File: config.mk
export PLATFORM = sky130hd
export DESIGN_NAME = sixteen_to_four_enc
export DESIGN_NICKNAME = d
export VERILOG_FILES = /design/src/rtl/sixteen_to_four_enc.sv
export SDC_FILE = /design/constraint.sdc
export NUM_CORES = 1
export LEC_CHECK = 0
export ABC_AREA = 1
export CORE_ASPECT_RATIO = 2
export CORE_MARGIN = 3
export CORE_UTILIZATION = 50
export CTS_CLUSTER_DIAMETER = 40
export DETAILED_ROUTE_END_ITERATION = 8
export DONT_BUFFER_PORTS = 1
export SLEW_MARGIN = 20
export SYNTH_ARGS = -nofsm -noshare
export SYNTH_HDL_FRONTEND = slang
export SYNTH_SLANG_ARGS = --single-unit
File: constraint.sdc
create_clock -name clk -period 6.28 [get_ports clk]
set_input_delay 0.942 -clock clk [delete_from_list [all_inputs] [get_ports clk]]
set_output_delay 0.942 -clock clk [all_outputs]
set_load 0.005 [all_outputs]
File: src/rtl/sixteen_to_four_enc.sv
// Request accumulator and encoder: collects request bits, then presents one
// granted index at a time with valid/ack handshaking, in fixed or round-robin order.
module sixteen_to_four_enc (
  input  logic        clk,
  input  logic        reset,
  input  logic [15:0] req_in,
  input  logic        req_valid,
  input  logic        rr_mode,
  input  logic        out_ack,
  output logic [3:0]  out_code,
  output logic        out_valid,
  output logic [15:0] pending,
  output logic [4:0]  pending_cnt,
  output logic        multi_err
);

  typedef enum logic {IDLE, PRESENT} state_t;

  state_t      state;
  logic [3:0]  ptr;
  logic        acked;
  logic        select_now;
  logic [3:0]  base_ptr;
  logic [3:0]  sel_code;
  logic [15:0] clear_mask;
  logic [15:0] capture;
  logic        multi_hot;

  // An ack moves the round-robin pointer, and the grant made on that same
  // edge already searches from the moved pointer.
  always_comb begin
    acked      = (state == PRESENT) && out_ack;
    select_now = ((state == IDLE) || acked) && (pending != 16'h0000);
    base_ptr   = acked ? out_code + 4'd1 : ptr;
    capture    = req_valid ? req_in : 16'h0000;
    multi_hot  = (req_in & (req_in - 16'h0001)) != 16'h0000;
  end

  always_comb begin
    logic       found;
    logic [3:0] idx;
    sel_code = 4'd0;
    found    = 1'b0;
    idx      = 4'd0;
    if (rr_mode) begin
      for (int k = 0; k < 16; k++) begin
        idx = base_ptr + 4'(k);
        if (!found && pending[idx]) begin
          sel_code = idx;
          found    = 1'b1;
        end
      end
    end else begin
      for (int i = 0; i < 16; i++) begin
        if (pending[i]) sel_code = 4'(i);
      end
    end
    clear_mask = select_now ? (16'h0001 << sel_code) : 16'h0000;
  end

  always_comb begin
    pending_cnt = 5'd0;
    for (int i = 0; i < 16; i++) begin
      pending_cnt = pending_cnt + {4'd0, pending[i]};
    end
  end

  // Capture is ORed in after the grant clear, so a bit re-requested on the
  // edge it is granted stays pending.
  always_ff @(posedge clk or posedge reset) begin
    if (reset) begin
      state     <= IDLE;
      pending   <= 16'h0000;
      out_code  <= 4'd0;
      out_valid <= 1'b0;
      multi_err <= 1'b0;
      ptr       <= 4'd0;
    end else begin
      pending <= (pending & ~clear_mask) | capture;
      if (req_valid && multi_hot) multi_err <= 1'b1;
      if (acked) ptr <= out_code + 4'd1;
      case (state)
        IDLE: begin
          if (select_now) begin
            state     <= PRESENT;
            out_code  <= sel_code;
            out_valid <= 1'b1;
          end
        end
        PRESENT: begin
          if (out_ack) begin
            if (select_now) begin
              out_code <= sel_code;
            end else begin
              state     <= IDLE;
              out_valid <= 1'b0;
            end
          end
        end
        default: begin
          state     <= IDLE;
          out_valid <= 1'b0;
        end
      endcase
    end
  end

endmodule

======== Yosys cells after proc, flatten, opt, wreduce, memory -nomap -nowiden ========
Cells that the tools add are included.
W data, S select, Z words.
cells by class
  shift operators ......................... 1
  order comparisons ....................... 16
  muxes and demuxes ....................... 107
  reductions and logical operators ........ 37
  $add $sub $neg .......................... 32
  bitwise gates (word level) .............. 5
  div/mod/pow operators ................... 0
  eq/ne operators ......................... 3
  multipliers ............................. 0
operator list
  kind                     count
  $mux W4                  34
  $lt A4 B5 Y1 const B     16
  $bmux W1 S4              16
  $add A5 B1 Y5            11
  $mux W1                  52
  $add A4 B4 Y4 const B    8
  $and A16 B16 Y16         2
  $mux W16                 2
  $reduce_bool A16 Y1      2
  $logic_and A1 B1 Y1      18
  $add A4 B3 Y4 const B    4
  $not A16 Y16             1
  $or A16 B16 Y16          1
  $shl A1 B4 Y16 const A   1
  $sub A16 B1 Y16 const B  1
  $logic_not A1 Y1         15
  $add A4 B1 Y4 const B    2
  $add A4 B2 Y4 const B    2
  $pmux W4 S2              1
  $ne A2 B2 Y1 const B     3
  $add A4 B1 Y5            1
  $add A3 B1 Y4            1
  $pmux W1 S2              2
  $add A2 B1 Y3            1
  other kinds (4)          4
word-level totals
  register bits ........................... 27
  bits of input ports ..................... 21
  memory bits (read-only) ................. 0
  bits in latches ......................... 0
  memories ................................ 0
  RAM bits ................................ 0

======== Depth between registers and ports, before layout ========
Gate-level depths: netlist of the first run.
  depth in word-level cells ............... 71
  mapped depth ............................ 35

======== Worst setup path before layout of the first run ========
OpenSTA, ideal clock, no wires.
  path type ............................... register to output
  from .................................... register pending[5]
  to ...................................... output port pending_cnt[4]
  cell stages (with the launch flop) ...... 11
  data arrival time ....................... 3.262 ns
  path buffers ............................ 0
  path slack .............................. 2.076 ns
  path through ............................ dfrtp_1 -> inv_1 -> fa_1 -> fa_1 -> fa_1 -> fa_1 -> inv_1 -> ha_1 -> inv_1 -> fa_1 -> o21ai_0
on the way
  cells in the longest elaborated chain, start to end .. 11
RTL lines
  element                       line  RTL
  from (decl)                   12    output logic [15:0] pending,
  from (signal assigned)        79    pending <= (pending & ~clear_mask) | capture;
  $add A5 B1 Y5 (11 in series)  64    pending_cnt = pending_cnt + {4'd0, pending[i]};
  to (decl)                     13    output logic [4:0] pending_cnt,
Every way passes these cells.

======== Worst setup path in the final report of the first run ========
  from .................................... register out_code[1]
  to ...................................... register pending[4]
on the way
  cells in the longest elaborated chain, start to end .. 71
  elaborated cells on any way between the ends .. 131
RTL lines
  element                                                 line  RTL
  from (decl)                                             10    output logic [3:0] out_code,
  from (signal assigned)                                  86    out_code <= sel_code;
  from (signal assigned)                                  93    out_code <= sel_code;
  $add A4 B1 Y4 *                                         34    base_ptr = acked ? out_code + 4'd1 : ptr;
  $mux W4 *                                               -
  branches (longest 62 deep; another with $add A4 B1 Y4)  -
  $mux W4 *                                               48    if (!found && pending[idx]) begin
  $mux W4 *                                               45    if (rr_mode) begin
  $shl A1 B4 Y16 *                                        58    clear_mask = select_now ? (16'h0001 << sel_code) : 16'h0000;
  $mux W16 *                                              58
  $not A16 Y16 *                                          79
  $and A16 B16 Y16 *                                      79
  $or A16 B16 Y16 *                                       79
Every way passes the cells marked *. The select of a mux whose other input is x is not followed.
A chain may end at the register's enable or synchronous reset.

==> metrics list, run 1 <==
* Run status: finished, final reports clean
- Buffers placed on the I/O ports in this run total 0.
- Measured along the y axis, the die boundary spans 138 um.
- Yosys Warn Count: 0
* Core area: 8410 um2
- Final RePlAce weighted congestion: 0.974
- Number of distinct library cells after synthesis: 45
- Clock sink count: 27
* Hold EP: multi_err
- STA classifies the critical path startpoint as a flop.
- Final setup violation count: 0
- Cell count after synthesis: 755
- Total buffers and inverters traversed by the critical path: 3
* Wire length of the first global-routing pass: 24800 um
- Category of the critical setup timing path: reg2reg
- After clock tree synthesis, the setup repair step added 0 buffers.
- After detailed placement, the design holds a cell count of 836.
* Via count: 4906
* Top cell family by delay on the critical path: simple AND/OR/NAND/NOR gates
- The count of nets left with antenna violations once routing finished came out at 0.
- The initial antenna violation count was 0.
- For this design, the CTS-stage hold fixing added 0 buffers.
- Setup repair after global routing left no endpoint under its margin.
- TritonCTS built the clock tree.
- STA puts the critical path data required time at 6440 ps.
* Avg Inst Size Synth: 5.78 um2
* Share of synthesized cell area in and, or, nand and nor gates: 59.0%
- Final setup TNS: 0 ps
- After synthesis, flip-flops and latches occupy 15.5% of the total area.
- Reported max-cap violation count: 0
- Via count of the first global-routing pass: 4779
* Number of antenna repair diodes: 0
* Post-synthesis net count: 795
- Slowest cell on the critical path: ha_1
- The die covers 9950 um2.
- Setup crit end kind: flop
- Of the total synthesized cell area, the portion taken by full adders, half adders and majority gates is 7.40%.
- Post-synthesis xor/xnor area fraction: 1.52%
* Post-synthesis cell area: 4360 um2
* Capture point of the worst reg-to-reg path: pending[4]
- Number of flops mapped to enable cells by yosys: 0
- The first routing iteration left 316 violations.
* Drt wl/cell: 18.8 um
- Derived from the worst setup path, the maximum achievable clock frequency is 191 MHz.
- Width of the die: 72.1 um
* Synthesized-area fraction occupied by ao, oa, aoi and oai cells: 5.97%
* Via density per instance: 5.84
- CP arrival: 5410 ps
* Clock tree skew after final layout: 2.12 ps
- Clock-pin slew was measured on the worst setup and hold paths at 70 ps.
- Later-pin clock latency in the skew report: 270 ps
- In this run the count of I/O pins placed on the die edge is 48.
- The worst register-to-register path has a setup slack of 1030 ps.
- The path class of the tightest hold or removal check is reg2reg.
- Max Transition Viols Final: 0
- Number of buffers on the longest clock path: 2
- Overall global routing resource usage: 32.1%
- Dominant combinational cell family by area after synthesis: simple AND/OR/NAND/NOR gates
- Clock root cell: clkbuf_16
- Number of buffers added by the clock tree synthesis step: 3
- Initial core utilization: 51.9%
- In the final layout, the share of cells above drive strength 1 is 8.63%.
- Tightest slew margin relative to the limit: 35.2%
- Multiplexer cells account for 0% of the synthesized area.
- Min cycle time layout: 5250 ps
- For this run, the detailed router's first-pass iteration total came to 5.
- Counting stages on the worst path, the most repeated cell is nand2_1.
- Half-perimeter wire length after placement: 13100 um
- Entering global routing, the biggest net connects 28 pins.
* Number of placement rows: 47
- Fraction of the cycle the final worst path needs: 83.6%
* Number of cell instances on the worst register-to-register path: 30
- Wires add up to 15800 um.
* Measured slew at the worst slew-check pin: 967 ps
- Global route total overflow: 0
* Worst Hold Path Cells: 1
- Synthesized flop and latch total: 27
* Number of endpoints with negative hold slack in the final report: 0
- On the worst path, the slowest cell contributes a delay of 640 ps.
* Startpoint of the most critical register-to-register path: out_code[1]
- Synth-to-layout area growth: 1.75%
- # nets final: 783
- Counting flops with an async set or reset pin after synthesis yields a share of 100%.
- Number of instances resized during post-cts repair: 0
* Detailed-route DRC error count: 0
- CTS built an H-tree with a depth of 1.
- Most common flop cell mapped by yosys: dfrtp_1
- Largest driver fanout on the critical path: 26
- Worst Hold Launch: multi_err
- Final cell count without fillers: 840
==> cell usage in the layout (no fill, tap or decap), types with 3 or more instances in the layout <==
master     instances
a21oi_1            7
clkbuf_16          3
dfrtp_1           27
fa_1              10
ha_1               9
inv_1             80
inv_2              6
nand2_1          295
nand2_2           15
nand2_4           10
nand3_1          129
nand3_2            4
nand4_1           15
nand4_2            6
nor2_1            61
nor2_2             3
nor2_4             6
o21ai_0           22
o21ai_1            3
==> cells in the mapped netlist, types with 6 or more instances <==
| master | instances | area, um2 |
|---|---|---|
| nand2_1 | 295 | 1110 |
| nand3_1 | 129 | 646 |
| inv_1 | 81 | 304 |
| nor2_1 | 61 | 229 |
| dfrtp_1 | 27 | 676 |
| o21ai_0 | 22 | 110 |
| nand2_2 | 15 | 93.8 |
| nand4_1 | 15 | 93.8 |
| fa_1 | 10 | 200 |
| nand2_4 | 10 | 113 |
| ha_1 | 9 | 113 |
| a21oi_1 | 7 | 35.0 |
| buf_6 | 6 | 67.6 |
| inv_2 | 6 | 22.5 |
| nand4_2 | 6 | 75.1 |
| nor2_4 | 6 | 67.6 |
==> registers in the layout (all words and copies together) (netlist names) <==
name       count
ptr            4
out_valid      1
out_code       4
state          1
multi_err      1
pending       16
==> worst reg2reg max path: cells and delay by family (launching register included) <==
family | cells | cell delay, ps
AND/OR/NAND/NOR | 25 | 3030
adder cells (fa/ha/maj) | 2 | 960
flip-flops | 1 | 470
buffers and inverters | 3 | 670
==> area by class of cell <==
class	count	area [um2]
flip-flops and latches	27	676
inverters	89	337
clock buffers	4	78.8
multi-input cells	622	3230
fillers	901	3970
well taps	98	123
==> stage by stage <==
stage | worst slack (ps) | hold slack [ps] | area [um2] | utilization [%]
floorplan | 2080 | 451 | 4360 | -
global placement | 963 | 478 | 4360 | 51.9
detailed placement | 835 | 476 | 4360 | 51.9
CTS | 1060 | 491 | 4440 | 52.8
global route | 521 | 513 | 4440 | 52.8
finish | 1030 | 491 | 4440 | 52.8
==> routing by layer <==
layer	wire length, um	vias to the layer above	GRT usage (%)
met1	5120	2255	30.8
met2	8510	189	58.8
li1	-	2397	-
met3	615	65	3.20
met5	0	-	0
met4	1510	0	26.0
==> worst max path at each step <==
stage | from | to | slack [ps] | cells past startpoint
2_1_floorplan | pending[5] | pending_cnt[4] | 2080 | 10
3_3_place_gp | out_ack | pending[4] | 960 | 30
3_5_place_dp | out_ack | pending[4] | 830 | 30
4_1_cts | out_code[1] | pending[4] | 1060 | 30
5_1_grt | out_code[1] | pending[2] | 520 | 26
6_report | out_code[1] | pending[4] | 1030 | 30
==> kinds of logic after synthesis <==
logic type | count (synthesis)
flops | 27
buf+inv | 106
fa+ha+maj | 20
compound gates | 44
simple gates | 553
xor+xnor | 5
Power of run 1 is not shown: default switching activity piles up to over one toggle a cycle in this logic, so the estimate is an artifact.
==> run 2: changes to the inputs <==
- PLACE_DENSITY: not set -> 0.68
- clock period: 6.28 -> 4.65 ns (I/O delays scaled with it)
==> metrics list, run 2 (synthesis results as in run 1) <==
- The detailed-route wire length is 15100 um (-4.0%).
* Tightest slew margin relative to the limit: 34.7% (-0.41 points)
* Cells along the critical path: fa_1, inv_1, fa_1, fa_1, fa_1, inv_1, ha_1, inv_1, fa_1, o21ai_0
* Largest driver fanout on the critical path: 7 (-73%)
- Critical path launch point: pending[3]
* Number of placed cells counting well taps: 847 (+1.3%)
- Unrepaired setup endpoints after global routing: no
- The violation count after the first detailed-routing iteration was 452 (+43%).
- The core box area is 8410 um2 (unchanged).
- The later-pin clock latency in the skew report was 270 ps (about the same).
* Count of buffers from port buffering: 0 (unchanged)
- On the critical path, the stage with the largest delay is an instance of fa_1.
- The worst setup path is launched from a flop.
- The count of non-filler cells in the finished layout is 851 (+1.3%).
* Number of placement rows: 47 (unchanged)
* Setup crit end kind: output port
- Post-CTS clock slew at the launch and capture registers of the worst setup and hold paths: 70 ps (about the same)
* Category of the critical setup timing path: reg2out
- Fraction of the cycle the final worst path needs: 95.7%
* Top achievable clock speed: 225 MHz
- The path depth of the worst reg2reg path came to 27 (-10%).
* Number of ports placed on the die boundary: 48 (unchanged)
- The first-pass GRT wire length is 24000 um (-3.4%).
* Number of buffers added by the clock tree synthesis step: 3 (unchanged)
- The filler cell count is 901 (unchanged).
* Largest net degree at the start of global routing: 28 (unchanged)
- The number of hold violations in the final report was 0 (unchanged).
- The largest registers in the layout are pending x16, out_code x4, ptr x4.
- Height of the chip: 138 um (unchanged)
- The layout cell share with drive strength beyond 1 was 10.5% (+1.9 points).
- Number of nets with antenna violations after routing: 0 (unchanged)
- After global routing, the most crowded layer is met2.
- In this run the worst hold path is classified as in2async.
- Number of buffers on the longest clock path: 2 (unchanged)
- Cell repeated most along the worst path: fa_1
- The max-slew violation total from the final report is 0 (unchanged).
- Clock sink count: 27 (unchanged)
* Met3 capacity usage during global routing: 3.05% (-0.15 points)
- Fraction of met2 tracks used by global routing: 55.2% (-3.6 points)
* Overall global routing resource usage: 31.0% (-1.1 points)
* Run status: finished, final reports clean
* Number of antenna repair diodes: 0 (unchanged)
- The final core utilization came to 53.9% (+1.1 points).
- TritonCTS built the clock tree.
- Most common library cell in the layout ignoring fill and taps: nand2_1
* Via density per instance: 5.88 (+0.60%)
- Number of buffers inserted by post-CTS setup repair: 0 (unchanged)
- Reported max-cap violation count: 0 (unchanged)
* Total number of H-tree levels: 1 (unchanged)
- The die footprint came to 9950 um2 (unchanged).
* Drt wl/cell: 17.8 um (-5.2%)
- Initial core utilization: 51.9% (unchanged)
* Final setup violation count: 0 (unchanged)
* Commonest non-fill, non-tap cells in the layout: nand2_1 (294), nand3_1 (129), inv_1 (80)
- The delay of the slowest critical-path stage came to 540 ps (-100 ps).
- Final RePlAce weighted congestion: 1.03 (+5.6%)
- Clock tree skew after final layout: 2.71 ps (+0.594 ps)
* Half-perimeter wire length after placement: 12600 um (-3.7%)
- Min cycle time layout: 4450 ps
- The via count of the first global-routing pass is 4876 (+2.0%).
- The flip-flop count of the largest register, all copies and words added was 16 (unchanged).
- Data required time of the worst path: 3950 ps (-2490 ps)
- The first-pass iteration count of the detailed router was 5 (unchanged).
- The total vias in the final route came to 5000 (+1.9%).
- The setup TNS after final layout is 0 ps (unchanged).
- Clock root cell: clkbuf_16
- The worst register-to-register path begins at out_code[0].
- The count of unresolved DRC violations after routing is 0 (unchanged).
- The leftover overflow at the end of global routing was 0 (unchanged).
* Met1 track utilization from global routing: 29.7% (-1.1 points)
- The initial antenna violation count was 0 (unchanged).
- The number of nets in the final layout is 794 (+1.4%).
- Ranked by flip-flop count, first place goes to pending.
- The width of the chip was 72.1 um (unchanged).
- Synth-to-layout area growth: 3.96%
* CP arrival: 3750 ps (-1660 ps)
- Measured slew at the worst slew-check pin: 973 ps (+6.14 ps)
## run 2: cell count changes in the layout (fill, tap and decap cells not counted)
| cell | delta |
|---|---|
| nor2_2 | +2 |
| nor2_1 | -2 |
| nand2_1 | -1 |
| clkinv_2 | +1 |
| buf_4 | +11 |
| clkbuf_1 | -1 |
| nand2_4 | +1 |
## run 2: area by class of cell
type                       instances  area (um2)  area share (%)
sequential                        27         676            14.9
multi-input combinational        622        3240            71.4
inverter                          89         337            7.42
tap                               98         123            2.70
timing repair buffer              11        82.6            1.82
clock buffer                       3        75.1            1.66
clock inverter                     1        5.00           0.110
## run 2: metrics by stage
stage	cell area (um2)	worst slack [ps]	hold WS [ps]
floorplan	4360	691	451
global placement	4440	430	475
detailed placement	4440	358	486
CTS	4520	187	500
global route	4540	24.6	469
finish	4540	201	413
## run 2: path summary, 6_finish.rpt
check	to	slack (ps)
worst max-delay path	pending_cnt[4]	200
worst min-delay path	out_valid	410
worst max register to register	pending[0]	330
worst min register to register	multi_err	490
max in group asynchronous	pending[13]	3780
min in group clk	multi_err	490
## run 2: critical path, delay by kind of cell, from the launching register on
kind | cells | cell delay, ps
DFF | 1 | 510
AOI/OAI and AO/OA | 1 | 250
buffers and inverters | 3 | 180
adders and majority gates | 6 | 2540
## run 2: what timing repair did
item / 4_1_cts / 5_1_grt
resized for setup: 0 / 4
endpoints found under the setup margin: 0 / 9
hold buffers: 0 / 0
## run 2: routing by layer
metal / vias to the layer above / wire length (um)
met4: 0 / 1680
li1: 2428 / -
met2: 226 / 7900
met1: 2253 / 4900
met3: 93 / 650
met5: - / 0
Power of run 2 is left out for the same reason.
